`src/rtl/accumulator_core_param.sv`:
```
`timescale 1ns/1ps
// accumulator_core_param
//   Parametrised multicycle accumulator core. Memory lives off-core behind a
//   req/ack handshake, so any number of wait states is tolerated.
//   Optional feature macro: SCAN_CHAIN_EN (serial scan of state/SEG/PC/IR/ACC/io_out).
// Ports
//   clk, rst_n          : clock (rising edge), synchronous active-low reset
//   proc_en             : run enable, pause takes effect at an instruction boundary
//   halt                : set once HLT has executed
//   mem_req/mem_we      : transaction request / write strobe
//   mem_addr/mem_wdata  : transaction address / write data (always ACC)
//   mem_rdata/mem_ack   : read data / completion, sampled on the ack edge
//   io_in/io_out        : input port / registered output port
//   scan_enable/scan_in/scan_out : scan shift controls (inert without SCAN_CHAIN_EN)
module accumulator_core_param #(
  parameter int DATA_W = 8,
  parameter int ADDR_W = 8
) (
  input  logic              clk,
  input  logic              rst_n,
  input  logic              proc_en,
  output logic              halt,
  output logic              mem_req,
  output logic              mem_we,
  output logic [ADDR_W-1:0] mem_addr,
  output logic [DATA_W-1:0] mem_wdata,
  input  logic [DATA_W-1:0] mem_rdata,
  input  logic              mem_ack,
  input  logic [DATA_W-1:0] io_in,
  output logic [DATA_W-1:0] io_out,
  input  logic              scan_enable,
  input  logic              scan_in,
  output logic              scan_out
);
  localparam int SEG_W = ADDR_W - 4;

  typedef enum logic [1:0] {
    ST_FETCH = 2'd0,
    ST_EXEC  = 2'd1,
    ST_HALT  = 2'd2
  } state_t;

  state_t            state_r;
  logic [ADDR_W-1:0] pc_r;
  logic [DATA_W-1:0] acc_r;
  logic [DATA_W-1:0] io_out_r;
  logic [7:0]        ir_r;
  logic [SEG_W-1:0]  seg_r;
  // Remembers an issued fetch so a proc_en drop cannot withdraw it mid-wait.
  logic              fetch_busy_r;

  logic [3:0]        op_s;
  logic [3:0]        k_s;
  logic [ADDR_W-1:0] dir_addr_s;
  logic [ADDR_W-1:0] acc_addr_s;
  logic [ADDR_W-1:0] br_target_s;
  logic [DATA_W-1:0] mem_result_s;
  logic              zf_s;
  logic              mem_op_s;
  logic              scan_shift_s;
  logic              mem_req_s;
  logic              mem_we_s;
  logic [ADDR_W-1:0] mem_addr_s;

  assign op_s        = ir_r[7:4];
  assign k_s         = ir_r[3:0];
  assign dir_addr_s  = {seg_r, k_s};
  assign acc_addr_s  = ADDR_W'(acc_r);
  assign zf_s        = (acc_r == {DATA_W{1'b0}});
  assign mem_op_s    = (op_s <= 4'h6) || (op_s == 4'hC);
  // Branch offset is sign-magnitude: k[3] selects direction, k[2:0] is the distance.
  assign br_target_s = k_s[3] ? (pc_r - ADDR_W'(k_s[2:0])) : (pc_r + ADDR_W'(k_s[2:0]));

`ifdef SCAN_CHAIN_EN
  localparam int CHAIN_W = 2 + SEG_W + ADDR_W + 8 + 2 * DATA_W;
  logic [CHAIN_W-1:0] chain_s;
  logic [CHAIN_W-1:0] chain_nxt_s;
  // io_out sits at the output end so each register leaves the chain MSB first.
  assign chain_s      = {io_out_r, acc_r, ir_r, pc_r, seg_r, state_r};
  assign chain_nxt_s  = {chain_s[CHAIN_W-2:0], scan_in};
  assign scan_shift_s = scan_enable;
  assign scan_out     = io_out_r[DATA_W-1];
`else
  logic unused_scan_s;
  assign unused_scan_s = scan_enable ^ scan_in;
  assign scan_shift_s  = 1'b0;
  assign scan_out      = 1'b0;
`endif

  // Bus request decode; reset and scan force the bus idle.
  always_comb begin
    mem_req_s  = 1'b0;
    mem_we_s   = 1'b0;
    mem_addr_s = pc_r;
    if (!rst_n || scan_shift_s) begin
      mem_req_s = 1'b0;
    end else begin
      case (state_r)
        ST_FETCH: begin
          mem_req_s  = proc_en | fetch_busy_r;
          mem_addr_s = pc_r;
        end
        ST_EXEC: begin
          mem_req_s  = mem_op_s;
          mem_we_s   = mem_op_s && (op_s == 4'h1);
          mem_addr_s = (op_s == 4'hC) ? acc_addr_s : dir_addr_s;
        end
        default: begin
          mem_req_s = 1'b0;
        end
      endcase
    end
  end

  // ALU result for the memory-operand instructions.
  always_comb begin
    mem_result_s = acc_r;
    case (op_s)
      4'h0:    mem_result_s = mem_rdata;
      4'h2:    mem_result_s = acc_r + mem_rdata;
      4'h3:    mem_result_s = acc_r - mem_rdata;
      4'h4:    mem_result_s = acc_r & mem_rdata;
      4'h5:    mem_result_s = acc_r | mem_rdata;
      4'h6:    mem_result_s = acc_r ^ mem_rdata;
      4'hC:    mem_result_s = mem_rdata;
      default: mem_result_s = acc_r;
    endcase
  end

  // Architectural state, FSM and scan shifting.
  always_ff @(posedge clk) begin
    if (!rst_n) begin
      state_r      <= ST_FETCH;
      pc_r         <= {ADDR_W{1'b0}};
      acc_r        <= {DATA_W{1'b0}};
      io_out_r     <= {DATA_W{1'b0}};
      ir_r         <= 8'h00;
      seg_r        <= {SEG_W{1'b0}};
      fetch_busy_r <= 1'b0;
    end else if (scan_shift_s) begin
`ifdef SCAN_CHAIN_EN
      {io_out_r, acc_r, ir_r, pc_r, seg_r} <= chain_nxt_s[CHAIN_W-1:2];
      state_r <= state_t'(chain_nxt_s[1:0]);
`endif
    end else begin
      case (state_r)
        ST_FETCH: begin
          if (mem_req_s && mem_ack) begin
            ir_r         <= mem_rdata[7:0];
            pc_r         <= pc_r + {{(ADDR_W-1){1'b0}}, 1'b1};
            state_r      <= ST_EXEC;
            fetch_busy_r <= 1'b0;
          end else if (mem_req_s) begin
            fetch_busy_r <= 1'b1;
          end
        end
        ST_EXEC: begin
          if (mem_op_s) begin
            if (mem_ack) begin
              acc_r   <= mem_result_s;
              state_r <= ST_FETCH;
            end
          end else begin
            state_r <= ST_FETCH;
            case (op_s)
              4'h7: acc_r <= acc_r + DATA_W'(k_s);
              4'h8: seg_r <= SEG_W'(k_s);
              4'h9: if (zf_s)  pc_r <= br_target_s;
              4'hA: if (!zf_s) pc_r <= br_target_s;
              4'hB: pc_r <= acc_addr_s;
              4'hD: acc_r <= k_s[3] ? (acc_r >> k_s[2:0]) : (acc_r << k_s[2:0]);
              4'hE: begin
                if (k_s[3]) io_out_r <= acc_r;
                else        acc_r    <= io_in;
              end
              4'hF: if (k_s == 4'hF) state_r <= ST_HALT;
              default: ;
            endcase
          end
        end
        ST_HALT: state_r <= ST_HALT;
        default: state_r <= ST_FETCH;
      endcase
    end
  end

  assign halt      = (state_r == ST_HALT);
  assign mem_req   = mem_req_s;
  assign mem_we    = mem_we_s;
  assign mem_addr  = mem_addr_s;
  assign mem_wdata = acc_r;
  assign io_out    = io_out_r;

endmodule

```
`config.mk`:
```
export PLATFORM = sky130hd
export DESIGN_NAME = accumulator_core_param
export DESIGN_NICKNAME = d
export VERILOG_FILES = /design/src/rtl/accumulator_core_param.sv
export SDC_FILE = /design/constraint.sdc
export NUM_CORES = 1
export LEC_CHECK = 0
export BUFFER_PORTS_ARGS = -buffer_cell sky130_fd_sc_hd__buf_2
export CELL_PAD_IN_SITES_DETAIL_PLACEMENT = 0
export CELL_PAD_IN_SITES_GLOBAL_PLACEMENT = 1
export CORE_MARGIN = 10
export CORE_UTILIZATION = 45
export DETAILED_ROUTE_END_ITERATION = 12
export HOLD_SLACK_MARGIN = 0.06
export MAX_ROUTING_LAYER = met4
export PLACE_DENSITY_LB_ADDON = 0.1
export SETUP_SLACK_MARGIN = 0.1
export SYNTH_ARGS = -nofsm -noshare
export SYNTH_HDL_FRONTEND = slang
export SYNTH_SLANG_ARGS = --single-unit
export TNS_END_PERCENT = 30
```
`constraint.sdc`:
```
create_clock -name clk -period 4.2 [get_ports clk]
set_clock_uncertainty 0.15 [all_clocks]
set_input_delay 0.21 -clock clk [delete_from_list [all_inputs] [get_ports clk]]
set_output_delay 0.21 -clock clk [all_outputs]
set_load 0.02 [all_outputs]
```
* Word level (Yosys, flattened, before mapping)
Cells that the tools add are included.
Word-level totals: bits in registers 39, latch bits 0, bits in writable memories 0, bits in read-only memories 0, input port bits 22, memories kept 0
Cells by class: add/subtract/negate cells 6, multiply operators 0, divide/modulo/power cells 0, magnitude comparators 1, equality and inequality tests 27, shifts and indexed selects 2, mux-type cells 28, bitwise logic cells 5, reductions and logical operators 17
Operators by type and width (count):
- two-way mux 8 bit | 12
- one-hot mux 8 bit (3 select lines) | 2
- one-hot mux 8 bit (6 select lines) | 1
- == test 4 bit (second input constant) | 9
- == test 4 x 3 -> 1 bit (second input constant) | 4
- one-hot mux 8 bit (2 select lines) | 1
- != test 3 bit (second input constant) | 4
- two-way mux 2 bit | 5
- adder 8 x 1 -> 8 bit (second input constant) | 1
- adder 8 x 3 -> 8 bit | 1
- adder 8 x 4 -> 8 bit | 1
- adder 8 bit | 1
- bitwise AND 8 bit | 1
- == test 4 x 2 -> 1 bit (second input constant) | 2
- logical NOT 8 bit | 1
- bitwise OR 8 bit | 1
- left shift 8 x 3 -> 8 bit | 1
- >> shifter 8 x 3 -> 8 bit | 1
- subtractor 8 x 3 -> 8 bit | 1
- subtractor 8 bit | 1
- XOR 8 bit | 1
- != test 7 x 2 -> 1 bit (second input constant) | 1
- != test 2 bit (second input constant) | 3
- one-hot mux 2 bit (3 select lines) | 1
- other kinds (21) | 29

* Depth between registers and ports, before layout
word-level depth 7, depth in mapped cells 14

* Worst setup path after synthesis
Ideal clock, no wire load.
path kind reg-to-reg, start register ir_r[1], end register pc_r[7], setup time 0.117 ns, data arrival time 2.875 ns, required time 3.933 ns, path slack 1.058 ns, stages on the path, launching flop included 14, buffers on the path 3, path through dfxtp_1 -> buf_4 -> buf_2 -> buf_2 -> inv_1 -> ha_1 -> ha_1 -> or2_2 -> ha_1 -> or3_1 -> o32ai_1 -> mux2i_1 -> nand2_1 -> a32o_1
On the way: cells in the longest elaborated chain, start to end 6
Ends and longest elaborated chain:
- start, declared | RTL line 47 | logic [7:0] ir_r;
- start signal, assigned | RTL line 149 | ir_r <= mem_rdata[7:0];
- adder 8 x 3 -> 8 bit or subtractor 8 x 3 -> 8 bit (tied branches) | RTL line 72 | assign br_target_s = k_s[3] ? (pc_r - ADDR_W'(k_s[2:0])) : (pc_r + ADDR_W'(k_s[2:0]));
- two-way mux 8 bit (*) | RTL line 72
- two-way mux 8 bit (on tied branches) | RTL line 169, 168
- one-hot mux 8 bit (3 select lines) (*) | RTL line 165 | case (op_s)
- two-way mux 8 bit (*) | RTL line 158 | if (mem_op_s) begin
- one-hot mux 8 bit (2 select lines) (*) | RTL line 146 | case (state_r)
- end signal, assigned | RTL line 168 | 4'h9: if (zf_s) pc_r <= br_target_s;
- end signal, assigned | RTL line 169 | 4'hA: if (!zf_s) pc_r <= br_target_s;
- end signal, assigned | RTL line 170 | 4'hB: pc_r <= acc_addr_s;
- end, declared | RTL line 44 | logic [ADDR_W-1:0] pc_r;
Mark *: on every way between the ends. The rest lies on a longest branch, timed or not. The select of a mux whose other input is x is not followed. A chain may end at the register's enable or synchronous reset.

* Worst setup path in the final report
start register acc_r[0], in the netlist mem_wdata[0], end register acc_r[6], in the netlist mem_wdata[6]
On the way: cells in the longest elaborated chain, start to end 4
Ends and longest elaborated chain:
- start, declared | RTL line 45 | logic [DATA_W-1:0] acc_r;
- start signal, assigned | RTL line 135 | acc_r <= {DATA_W{1'b0}};
- start signal, assigned | RTL line 160 | acc_r <= mem_result_s;
- start signal, assigned | RTL line 166 | 4'h7: acc_r <= acc_r + DATA_W'(k_s);
- subtractor 8 bit (tied with other cells) | RTL line 121 | 4'h3: mem_result_s = acc_r - mem_rdata;
- one-hot mux 8 bit (6 select lines) or two-way mux 8 bit (tied branches) | RTL line 118, 171
- two-way mux 8 bit or one-hot mux 8 bit (3 select lines) (tied branches) | RTL line 159, 165
- two-way mux 8 bit (*) | RTL line 158
Marked as above.

==> impl_metrics.yaml <==
finish:
  multi_input_area_mm2: 0.00347
  final_common_cell: "nor2_1"
  fillers: 1020
  antenna_cells: 0
  regArea_um2: 781
  fin_util: 0.499
  mostFrequentLayoutCells: "68 x nor2_1, 46 x a21oi_1, 46 x buf_2"
  nets: 676
  syn2layout_area_growth_pct: 7.07
  drive_above_1_share: 0.145
clock_network:
  cts_buffer_depth: 2
  clkSinkCount: 39
  post_cts_buffers: 0
  clk_latency_ns: 0.30
  cts_tree: "yes"
  cts_root_buf: "clkbuf_8"
  path_clk_slew_ns: 0.09
  h-tree-depth: 2
  cts_buffers: 5
setup_path:
  cpMaxStageDelayCell: "a2111oi_0"
  critPathRequiredTime_ns: 4.22
  critPathBufInv: 1
  crit_path_cell_trace: "ha_1 > inv_1 > fa_1 > nand2b_1 > a21oi_1 > xnor2_1 > nor2_1 > a2111oi_0 > o31ai_1"
  startpoint: "mem_wdata[0]$_SDFFE_PN0P_"
  endpoint_kind: "register"
  criticalPathCategory: "reg2reg"
  worst-r2r-cell-count: 9
  start_kind: "register"
  critical_path.top_delay_family: "compound AO/OA/AOI/OAI gates"
  cp_num_cells: 9
  cp_slowest_stage_delay_ns: 0.75
  r2r_start: "mem_wdata[0]$_SDFFE_PN0P_"
  path_max_fanout: 12
  arrival_ns: 3.09
logic_synthesis:
  async_flop_share: 0
  synth_seq_area_share: 0.169
  synthFlopType: "dfxtp_1"
  synth_top_area_share: 0.169
  synth_cell_types: 77
  syn_nets: 655
  yosys_register_bits: 39
  synth_area_mm2: 0.00462
  yosysWarnings: 0
  syn_area_per_cell_um2: 7.83
  yosysTopAreaCell: "dfxtp_1"
  synthTopCellsByArea: "dfxtp_1 17%, ha_1 11%, mux2i_1 7.1%, nor2_1 5.5%, a21oi_1 5.0%"
  synth_edf_count: 0
  synth_cells: 590
floorplan:
  ios: 50
  num_rows: 36
  initial_core_util: 0.466
  fp.dieW_um: 121
  core-area_mm2: 0.00991
  die_area_mm2: 0.0147
  die_h_um: 121
placed_design:
  place_ws_ns: 1.13
  portBuffers: 46
  place_congestion: 0.902
  dpl.hpwl_um: 10800
detailed_routing:
  vias_per_cell: 6.16
  wire_per_inst_um: 20.0
  first_pass_iters: 5
  ant_nets: 0
  vias: 4591
  drt_iter0_drc: 508
  drc: 0
  wl_um: 14900
flow_run:
  cap_violations: 0
timing:
  worst_slack_ns: 1.13
  rsz0062_at_grt: "false"
  setup_tns_ns: 0
  min_period_ns: 3.07
  setup_viol: 0
  post-route-period-util: 0.732
  hold_ws_ns: 0.0912
  max_freq_mhz: 325
  relSlewSlack: 0.303
  finalMaxSlewViolations: 0
  tightest_slew_ns: 1.04
  finalHoldViolCount: 0
global_route:
  grtUsageTotal: 0.204
  grt-ovfl-total: 0
  grt_pass1_vias: 4430
  grt_pass1_wl_um: 23900
  antenna_found_initial: 0
  grt_max_degree: 31
run_status:
  status: "finished, final reports clean"
min_path:
  hold_depth: 3
  hold_start: "proc_en"
  min_path_type: "in2reg"
power:
  power.leakage_nw: 2.00
  p_per_area_mw_per_mm2: 196
  power_mw: 0.968
  ir_drop_mv: 0.170
==> registers in the layout (all words and copies together), names as in the netlist <==
| signal | flops |
|---|---|
| state_r | 2 |
| pc_r | 8 |
| seg_r | 4 |
| fetch_busy_r | 1 |
| mem_wdata | 8 |
| io_out | 8 |
| ir_r | 8 |
==> what timing repair did <==
item                                   in CTS  in global routing
endpoints found under the hold margin       1                  0
resized for setup                           0                  0
hold buffers                                1                  0
==> power by group <==
| group | switching (mW) | internal, mW | total, mW |
|---|---|---|---|
| registers | 0.0175 | 0.377 | 0.395 |
| clock network | 0.152 | 0.119 | 0.271 |
| logic | 0.181 | 0.122 | 0.303 |
==> path summary, 6_finish.rpt <==
kind / to / slack (ns)
worst max-delay path: mem_wdata[6]$_SDFFE_PN0P_ / 1.13
worst min register to register: io_out[6]$_SDFFE_PN0P_ / 0.33
worst min-delay path: fetch_busy_r$_SDFFE_PN0P_ / 0.09
worst max register to register: mem_wdata[6]$_SDFFE_PN0P_ / 1.13
==> cell usage after synthesis (6+ instances only) <==
library cell,number
a21oi_1,46
xnor2_1,12
o21ai_0,44
nand2b_1,13
nand2_1,42
a211oi_1,8
mux2i_1,33
nor3_1,13
buf_4,8
o211ai_1,6
o21a_1,6
nor2_1,68
inv_1,28
nand3_1,9
clkbuf_1,11
a31oi_1,11
nor2b_1,7
ha_1,40
buf_2,16
dfxtp_1,39
xor2_1,7
==> cell families after synthesis <==
group / Yosys count / synth area share
AO/OA/AOI/OAI: 182 / 0.265
XOR/XNOR: 19 / 0.0360
adder cells (fa/ha/maj): 43 / 0.121
buffers and inverters: 74 / 0.0796
flip-flops: 39 / 0.169
multiplexers: 44 / 0.124
other: 1 / 0.000812
AND/OR/NAND/NOR: 188 / 0.204
==> stage by stage <==
step                instances  instance area [µm²]
detailed placement        736                 4840
global route              745                 4950
finish                    745                 4950
global placement          736                 4840
CTS                       745                 4950
floorplan                 590                 4620
==> final cells by class <==
type / count / area share
multi-input cells: 477 / 0.702
repair buffers: 58 / 0.0653
well taps: 133 / 0.0336
inverters: 30 / 0.0228
clock inverters: 3 / 0.00481
flip-flops and latches: 39 / 0.158
clock buffers: 5 / 0.0139
==> tightest hold or removal path, cell delays in order <==
cell and delay [ns]:
buf_2 0.11, a21oi_1 0.12, a211oi_1 0.06
==> per-layer routing <==
metal / up-vias / wire length (µm) / GRT usage
li1: 2212 / - / -
met1: 2218 / 6910 / 0.261
met2: 143 / 6910 / 0.327
met3: 18 / 795 / 0.0289
met4: 0 / 257 / 0.0566
met5: - / 0 / -
No activity file was read; power rests on OpenSTA's default activity.
